--- config.mk ---
export PLATFORM = sky130hd
export DESIGN_NAME = console_tx_queue
export DESIGN_NICKNAME = d
export VERILOG_FILES = /design/src/rtl/console_tx_queue_pkg.sv /design/src/rtl/console_tx_queue_byte_fifo.sv /design/src/rtl/console_tx_queue.sv
export SDC_FILE = /design/constraint.sdc
export NUM_CORES = 1
export LEC_CHECK = 0
export CORE_MARGIN = 8
export CORE_UTILIZATION = 53
export DETAILED_ROUTE_END_ITERATION = 6
export PLACE_DENSITY_LB_ADDON = 0.1
export SETUP_SLACK_MARGIN = 0.1
export SKIP_CTS_REPAIR_TIMING = 1
export SLEW_MARGIN = 30
export SYNTH_ARGS = -nofsm -noshare
export SYNTH_HDL_FRONTEND = slang
export SYNTH_SLANG_ARGS = --single-unit
--- constraint.sdc ---
create_clock -name clk -period 2.3 [get_ports clk]
set_input_delay 0.575 -clock clk [delete_from_list [all_inputs] [get_ports clk]]
set_output_delay 0.575 -clock clk [all_outputs]
set_load 0.02 [all_outputs]
--- src/rtl/console_tx_queue_pkg.sv ---
// Shared types and constants for the console transmit queue.
// Used by the output FSM and the LF -> CR LF expansion logic.
package console_tx_queue_pkg;

  typedef enum logic [1:0] {
    CQ_IDLE,
    CQ_SEND,
    CQ_SEND_CR
  } console_q_state_e;

  localparam logic [7:0] ASCII_CR = 8'h0D;
  localparam logic [7:0] ASCII_LF = 8'h0A;

endpackage

--- src/rtl/console_tx_queue_byte_fifo.sv ---
// Byte FIFO with a level counter; full/empty decode from the registered level.
// Zero-latency head read; push when full and pop when empty are ignored.
module byte_fifo #(
  parameter int DEPTH = 16
) (
  input  logic                     clk,
  input  logic                     rst_n,
  input  logic                     push,
  input  logic [7:0]               push_data,
  input  logic                     pop,
  input  logic                     flush,
  output logic [7:0]               head_data,
  output logic [$clog2(DEPTH):0]   level,
  output logic                     full,
  output logic                     empty
);

  localparam int AW = $clog2(DEPTH);
  localparam logic [AW:0] FULL_LVL = (AW + 1)'(DEPTH);

  logic [7:0]    mem [DEPTH];
  logic [AW-1:0] wr_ptr;
  logic [AW-1:0] rd_ptr;
  logic [AW:0]   level_q;
  logic          push_ok;
  logic          pop_ok;

  assign full      = (level_q == FULL_LVL);
  assign empty     = (level_q == '0);
  assign level     = level_q;
  assign head_data = mem[rd_ptr];
  assign push_ok   = push && !full && !flush;
  assign pop_ok    = pop && !empty && !flush;

  always_ff @(posedge clk or negedge rst_n) begin
    if (!rst_n) begin
      wr_ptr  <= '0;
      rd_ptr  <= '0;
      level_q <= '0;
    end else if (flush) begin
      wr_ptr  <= '0;
      rd_ptr  <= '0;
      level_q <= '0;
    end else begin
      if (push_ok) wr_ptr <= wr_ptr + 1'b1;
      if (pop_ok)  rd_ptr <= rd_ptr + 1'b1;
      case ({push_ok, pop_ok})
        2'b10:   level_q <= level_q + 1'b1;
        2'b01:   level_q <= level_q - 1'b1;
        default: level_q <= level_q;
      endcase
    end
  end

  // Storage carries no reset; validity is tracked by the pointers and level.
  always_ff @(posedge clk) begin
    if (push_ok) mem[wr_ptr] <= push_data;
  end

endmodule

--- src/rtl/console_tx_queue.sv ---
// Console TX queue: MMIO byte writes -> FIFO -> registered AXI-stream stage with optional LF->CR LF.
// Two cycles write-to-tvalid when idle; overflowing writes are dropped and counted.
module console_tx_queue
  import console_tx_queue_pkg::*;
#(
  parameter int DEPTH  = 16,
  parameter bit CRLF   = 1'b1,
  parameter int DROP_W = 16
) (
  input  logic                     clk,
  input  logic                     rst_n,
  input  logic                     clk_en,
  input  logic [7:0]               i_wr_data,
  input  logic                     i_wr_en,
  input  logic                     i_flush,
  output logic [7:0]               m_axis_tdata,
  output logic                     m_axis_tvalid,
  input  logic                     m_axis_tready,
  output logic                     o_empty,
  output logic                     o_full,
  output logic [$clog2(DEPTH):0]   o_level,
  output logic                     o_overflow,
  output logic [DROP_W-1:0]        o_drop_count
);

  console_q_state_e state_q, state_d;
  logic [7:0]       data_q, data_d;
  logic [7:0]       head_data;
  logic             fifo_full;
  logic             fifo_empty;
  logic             wr_req;
  logic             push;
  logic             drop;
  logic             pop;
  logic             stage_free;
  logic             overflow_q;
  logic [DROP_W-1:0] drop_q;

  byte_fifo #(.DEPTH(DEPTH)) u_fifo (
    .clk       (clk),
    .rst_n     (rst_n),
    .push      (push),
    .push_data (i_wr_data),
    .pop       (pop),
    .flush     (i_flush),
    .head_data (head_data),
    .level     (o_level),
    .full      (fifo_full),
    .empty     (fifo_empty)
  );

  // Fullness is judged on the start-of-cycle level: a same-cycle pop makes no room.
  assign wr_req     = i_wr_en && clk_en && !i_flush;
  assign push       = wr_req && !fifo_full;
  assign drop       = wr_req && fifo_full;
  assign stage_free = (state_q == CQ_IDLE) || ((state_q == CQ_SEND) && m_axis_tready);
  assign pop        = stage_free && !fifo_empty && !i_flush;

  always_ff @(posedge clk or negedge rst_n) begin
    if (!rst_n) begin
      state_q <= CQ_IDLE;
      data_q  <= '0;
    end else begin
      state_q <= state_d;
      data_q  <= data_d;
    end
  end

  always_comb begin
    state_d = state_q;
    data_d  = data_q;
    if (i_flush) begin
      state_d = CQ_IDLE;
    end else if (state_q == CQ_SEND_CR) begin
      if (m_axis_tready) begin
        state_d = CQ_SEND;
        data_d  = ASCII_LF;
      end
    end else if (stage_free) begin
      if (!fifo_empty) begin
        data_d  = head_data;
        state_d = (CRLF && head_data == ASCII_LF) ? CQ_SEND_CR : CQ_SEND;
      end else begin
        state_d = CQ_IDLE;
      end
    end
  end

  always_ff @(posedge clk or negedge rst_n) begin
    if (!rst_n) begin
      overflow_q <= 1'b0;
      drop_q     <= '0;
    end else if (i_flush) begin
      overflow_q <= 1'b0;
      drop_q     <= '0;
    end else if (drop) begin
      overflow_q <= 1'b1;
      if (drop_q != '1) drop_q <= drop_q + 1'b1;
    end
  end

  assign m_axis_tvalid = (state_q != CQ_IDLE);
  assign m_axis_tdata  = (state_q == CQ_SEND_CR) ? ASCII_CR : data_q;
  assign o_empty       = fifo_empty && (state_q == CQ_IDLE);
  assign o_full        = fifo_full;
  assign o_overflow    = overflow_q;
  assign o_drop_count  = drop_q;

endmodule
==> results.toml, run 1 <==
[run_status]
status = "complete, but fails checks"
violations = "setup timing"

[synthesis]
yosysSeqAreaShare_pct = 67.8
synth_edf_count = 128
syn-cell-area_mm2 = 0.00714
async_reset_ff_share_pct = 23.8
synth_area_leaders = "edfxtp_1, dfrtp_1, mux4_2"
ys_seq_elements = 168
syn_inst = 441
yosys.area.top_type = "edfxtp_1"
yosysTopAreaCellShare_pct = 53.8
synth_flop_cell = "edfxtp_1"
synthDistinctLibCells = 50
syn-num-nets = 465
ys_warn_count = 0
syn_avg_cell_area_um2 = 16.2

[placed_design]
place_area_mm2 = 0.00832
port_buffers = 46
gp_congestion = 0.816
dp_hpwl_um = 9790

[worst_setup_path]
cp_slowest_cell = "clkdlybuf4s50_1"
required_ps = 2590
r2r-end = "state_q[0]"
crit_path_max_fanout = 3
crit_arrival_ps = 2650
worstPathCellList = "clkdlybuf4s50_1, nor2b_1, a211o_1, nor2_4, nand2_4, fa_2, nor2b_4, o21ai_2, nand2b_1, mux2i_1, a211oi_1"
r2r-start = "u_fifo.rd_ptr[0]"
critPathTopFamily = "simple AND/OR/NAND/NOR gates"
crit_buf_inv = 1
reg2regPathDepth = 7
cp-start-kind = "input pin"
path_class = "input pin to flip-flop"
slowest_delay_ps = 480
crit_path_end_kind = "flip-flop"
rrSetupSlack_ps = -20

[power_and_ir_drop]
p_leak_uw = 0.00344
ir_drop_mv = 0.715
p_per_area_mw_per_mm2 = 1040

[sta]
final.setup_skew_ps = 8.76
rsz0062_at_grt = "true"
hold_viol = 0
setup_ws_ps = -60.2
finalCritPeriodShare_pct = 103
layout_min_cycle_time_ps = 2360
holdWs_ps = 165
finalSetupViolations = 3
tightest_slew_ps = 640
slew_headroom_pct = 57.3
slew_violations = 0
max_freq_mhz = 424

[floorplanning]
die_area_mm2 = 0.0174
rows = 42
die_w_um = 132
start_util_pct = 54.2
core_mm2 = 0.0132
die_h_um = 132
top_level_ports = 47

[finish]
finalInstanceArea_mm2 = 0.00922
diodes = 0
final_nets = 595
fin_util_pct = 69.9
drive_gt1_share_pct = 31.0
area_delta_synth_final_pct = 29.0
layout_commonest_cell = "edfxtp_1"
mostFrequentLayoutCells = "edfxtp_1, buf_4, dfrtp_1"
fillers = 871

[clocking]
numCtsBuffers = 17
clk_latency_ps = 430
clock_path_buffers = 2
path_clk_slew_ps = 60
h-tree-depth = 4
root_buffer = "clkbuf_16"
clock_sinks = 168
cts_tree = "yes"

[job]
cap_viol_max_count = 0

[detailed_routing]
first_pass_iters = 4
wl_per_cell_um = 20.0
vias_per_cell = 5.62
antenna_left = 0
vias = 4266
drc = 0
drt_wl_total_um = 15200
drtIter0Drc = 265

[global_route]
antenna_found_initial = 0
grt_usage_pct = 17.6
grt_max_degree = 36
grt_overflow = 0
grt_pass1_wl_um = 23600
grt_pass1_vias = 4441

[min_path]
min_path_type = "input pin to async pin"
## layout make-up
class	instances	area, µm²	share of cell area (%)
clock buffer	18	429	4.66
sequential	168	4850	52.6
multi-input combinational	244	2290	24.8
tap	176	220	2.39
timing repair buffer	128	1230	13.3
clock inverter	13	154	1.67
inverter	12	47.5	0.516
## synth_stat cells, types with 9 or more instances
cell      number
mux4_1        12
xor2_1        13
edfxtp_1     128
dfrtp_1       40
a21oi_1       10
nor2_1        34
ha_1           9
inv_1         12
a22oi_1       17
nand3_1        9
mux4_2        20
and2_1        11
nor3_1         9
nand2_1       29
## stage by stage
stage               instances  total power, µW  TNS [ps]  setup WS, ps
global route              759             9980      -381          -137
finish                    759             9560      -115         -60.2
global placement          712             6360    -24570          -477
CTS                       743             9200     -2470          -497
floorplan                 441             5270      -238          -124
detailed placement        712             6390    -23810          -539
## per-layer routing
metal	routed length [µm]	GRT usage [%]
met1	6410	21.4
met2	7750	29.3
met3	780	5.14
met4	235	6.13
met5	0	0
## report_power, final
group,switching [µW],total [µW],internal [µW]
Sequential,110,3540,3430
Clock,1110,2810,1690
Combinational,1480,3210,1730
## flip-flops by register name, summed over array words and instances (netlist names)
name / cells
u_fifo.wr_ptr: 4
state_q: 2
o_overflow: 1
u_fifo.rd_ptr: 4
u_fifo.mem: 128
o_drop_count: 16
u_fifo.level: 5
data_q: 8
## logic make-up after synthesis
| family | share of synthesized area, % |
|---|---|
| adders and majority gates | 1.86 |
| muxes | 11.0 |
| AOI/OAI and AO/OA | 5.52 |
| DFF | 67.8 |
| xor gates and xnor gates | 2.45 |
| buffers and inverters | 2.38 |
| and+or+nand+nor | 8.97 |
## worst max-delay path by stage
stage                          startpoint              end  slack (ps)  cells after the start
after CTS                 u_fifo.level[2]          o_empty        -500                      5
after global routing        m_axis_tready  u_fifo.level[4]        -140                     12
final                       m_axis_tready  u_fifo.level[4]         -60                     11
after detailed placement    m_axis_tready  u_fifo.level[4]        -540                     12
after floorplan           u_fifo.level[2]  u_fifo.level[4]        -120                     12
after global placement      m_axis_tready  u_fifo.level[4]        -480                     12
Note: power is estimated with default switching activity, not from simulation.
==> inputs of run 2 (changes only) <==
Settings changed: CORE_ASPECT_RATIO from default to 1.1.
==> run 2 against run 1 <==
The flow still finishes with violations (setup timing). Worst setup slack got worse by 13 ps. Register-to-register slack got worse by 50 ps. Fmax decreased by 0.54%. Total power decreased by 3.3%. Hold slack improved by 42 ps. Non-clock buffer count decreased by 16. Clock power about the same. Sequential cell count unchanged. Via count decreased by 1.4%. Global-route usage decreased by 0.60 points. Clock skew increased by 1.1 ps. Wire length decreased by 4.5%.
==> results.toml, run 2 (synthesis gave the netlist of run 1 again) <==
[clocking]
cts_tree = "yes"
clock_path_buffers = 2
clk_latency_ps = 430
clock_sinks = 168
path_clk_slew_ps = 70
h-tree-depth = 4
numCtsBuffers = 17
root_buffer = "clkbuf_16"

[sta]
hold_viol = 0
layout_min_cycle_time_ps = 2370
slew_violations = 0
finalCritPeriodShare_pct = 103
slew_headroom_pct = 50.8
tightest_slew_ps = 738
max_freq_mhz = 421
final.setup_skew_ps = 9.91
finalSetupViolations = 1
rsz0062_at_grt = "true"
setup_ws_ps = -73.1

[global_route]
grt_overflow = 0
antenna_found_initial = 0
grt_pass1_vias = 4143
grt_pass1_wl_um = 22200
grt_max_degree = 36
grt_usage_pct = 17.0

[worst_setup_path]
crit_path_end_kind = "flip-flop"
crit_path_max_fanout = 3
r2r-end = "u_fifo.level[4]"
crit_arrival_ps = 2670
cp-start-kind = "flip-flop"
slowest_delay_ps = 410
critPathTopFamily = "simple AND/OR/NAND/NOR gates"
rrSetupSlack_ps = -70
crit_buf_inv = 1
path_class = "flip-flop to flip-flop"
worstPathCellList = "nor4_4, buf_4, a21o_1, nand2_2, fa_2, nor2b_1, o21ai_1, nand2b_1, mux2i_1, a211oi_2"
cp_slowest_cell = "dfrtp_1"
r2r-start = "u_fifo.level[1]"
reg2regPathDepth = 10
required_ps = 2600

[floorplanning]
rows = 44
die_area_mm2 = 0.0175
top_level_ports = 47
die_w_um = 127
start_util_pct = 54.1
die_h_um = 138
core_mm2 = 0.0132

[placed_design]
gp_congestion = 0.810
port_buffers = 46
dp_slack_ps = -556
dp_hpwl_um = 9900

[detailed_routing]
vias = 4205
drc = 0
drt_wl_total_um = 14500
first_pass_iters = 4
vias_per_cell = 5.77
wl_per_cell_um = 19.9
drtIter0Drc = 261
antenna_left = 0

[finish]
top_register = "u_fifo.mem"
diodes = 0
largest_reg_flops = 128
mostFrequentLayoutCells = "edfxtp_1, buf_4, dfrtp_1"
layout_commonest_cell = "edfxtp_1"
fin_util_pct = 68.0
area_delta_synth_final_pct = 25.9
final_nets = 579
drive_gt1_share_pct = 27.3

[power_and_ir_drop]
p_per_area_mw_per_mm2 = 1030
ir_drop_mv = 0.674
total_power_uw = 9240
p_leak_uw = 0.00337

[job]
cap_viol_max_count = 0

[run_status]
status = "complete, but fails checks"
violations = "setup timing"

[min_path]
min_path_type = "input pin to async pin"
-- run 2: changes by cell type in the layout (fill, tap and decap cells not counted), moves of 3 or more --
cell      previous run  this run
buf_4               70        56
mux4_1               6        10
buf_12               9         6
a22oi_1              5        11
inv_6                1         4
clkinv_1             4         1
mux4_2              26        22
a22oi_2             12         6
-- run 2: final cells by class --
type                       count  area, µm²
clock buffer                  17        425
clock inverter                15        168
fill                         938       4220
inverter                      12       45.0
multi-input combinational    244       2230
sequential                   168       4850
tap                          161        201
timing repair buffer         112       1070
-- run 2: worst max path at each step --
stage | cells past startpoint | start | end
2_1_floorplan | 12 | u_fifo.level[2] | u_fifo.level[4]
3_3_place_gp | 12 | m_axis_tready | u_fifo.level[4]
3_5_place_dp | 12 | m_axis_tready | u_fifo.level[4]
4_1_cts | 5 | u_fifo.level[2] | o_empty
5_1_grt | 10 | u_fifo.level[1] | u_fifo.level[4]
6_report | 10 | u_fifo.level[1] | u_fifo.level[4]
-- run 2: worst register-to-register path, stage by stage (launching register included) --
cell and delay, ps:
dfrtp_1 410, nor4_4 370, buf_4 180, a21o_1 140, nand2_2 80, fa_2 370, nor2b_1 130, o21ai_1 80
nand2b_1 150, mux2i_1 250, a211oi_2 90
-- run 2: per-layer routing --
metal	track usage [%]	vias up	routed length, µm
li1	-	1942	-
met1	20.3	2147	6320
met2	29.3	98	7290
met3	3.83	18	651
met4	7.08	0	226
met5	0	-	0
-- run 2: where the power goes --
part | switching, µW | internal (µW)
Combinational | 1360 | 1530
Sequential | 111 | 3430
Clock | 1190 | 1620
Total | 2660 | 6580
-- run 2: per-stage QoR --
step	TNS, ps	cell area, µm²	hold slack [ps]	cells
5_1_grt	-350	8990	265	729
6_report	-73.1	8990	207	729
4_1_cts	-2140	8810	223	722
2_1_floorplan	-238	7180	279	441
3_5_place_dp	-27160	8220	489	690
3_3_place_gp	-22170	8220	488	690
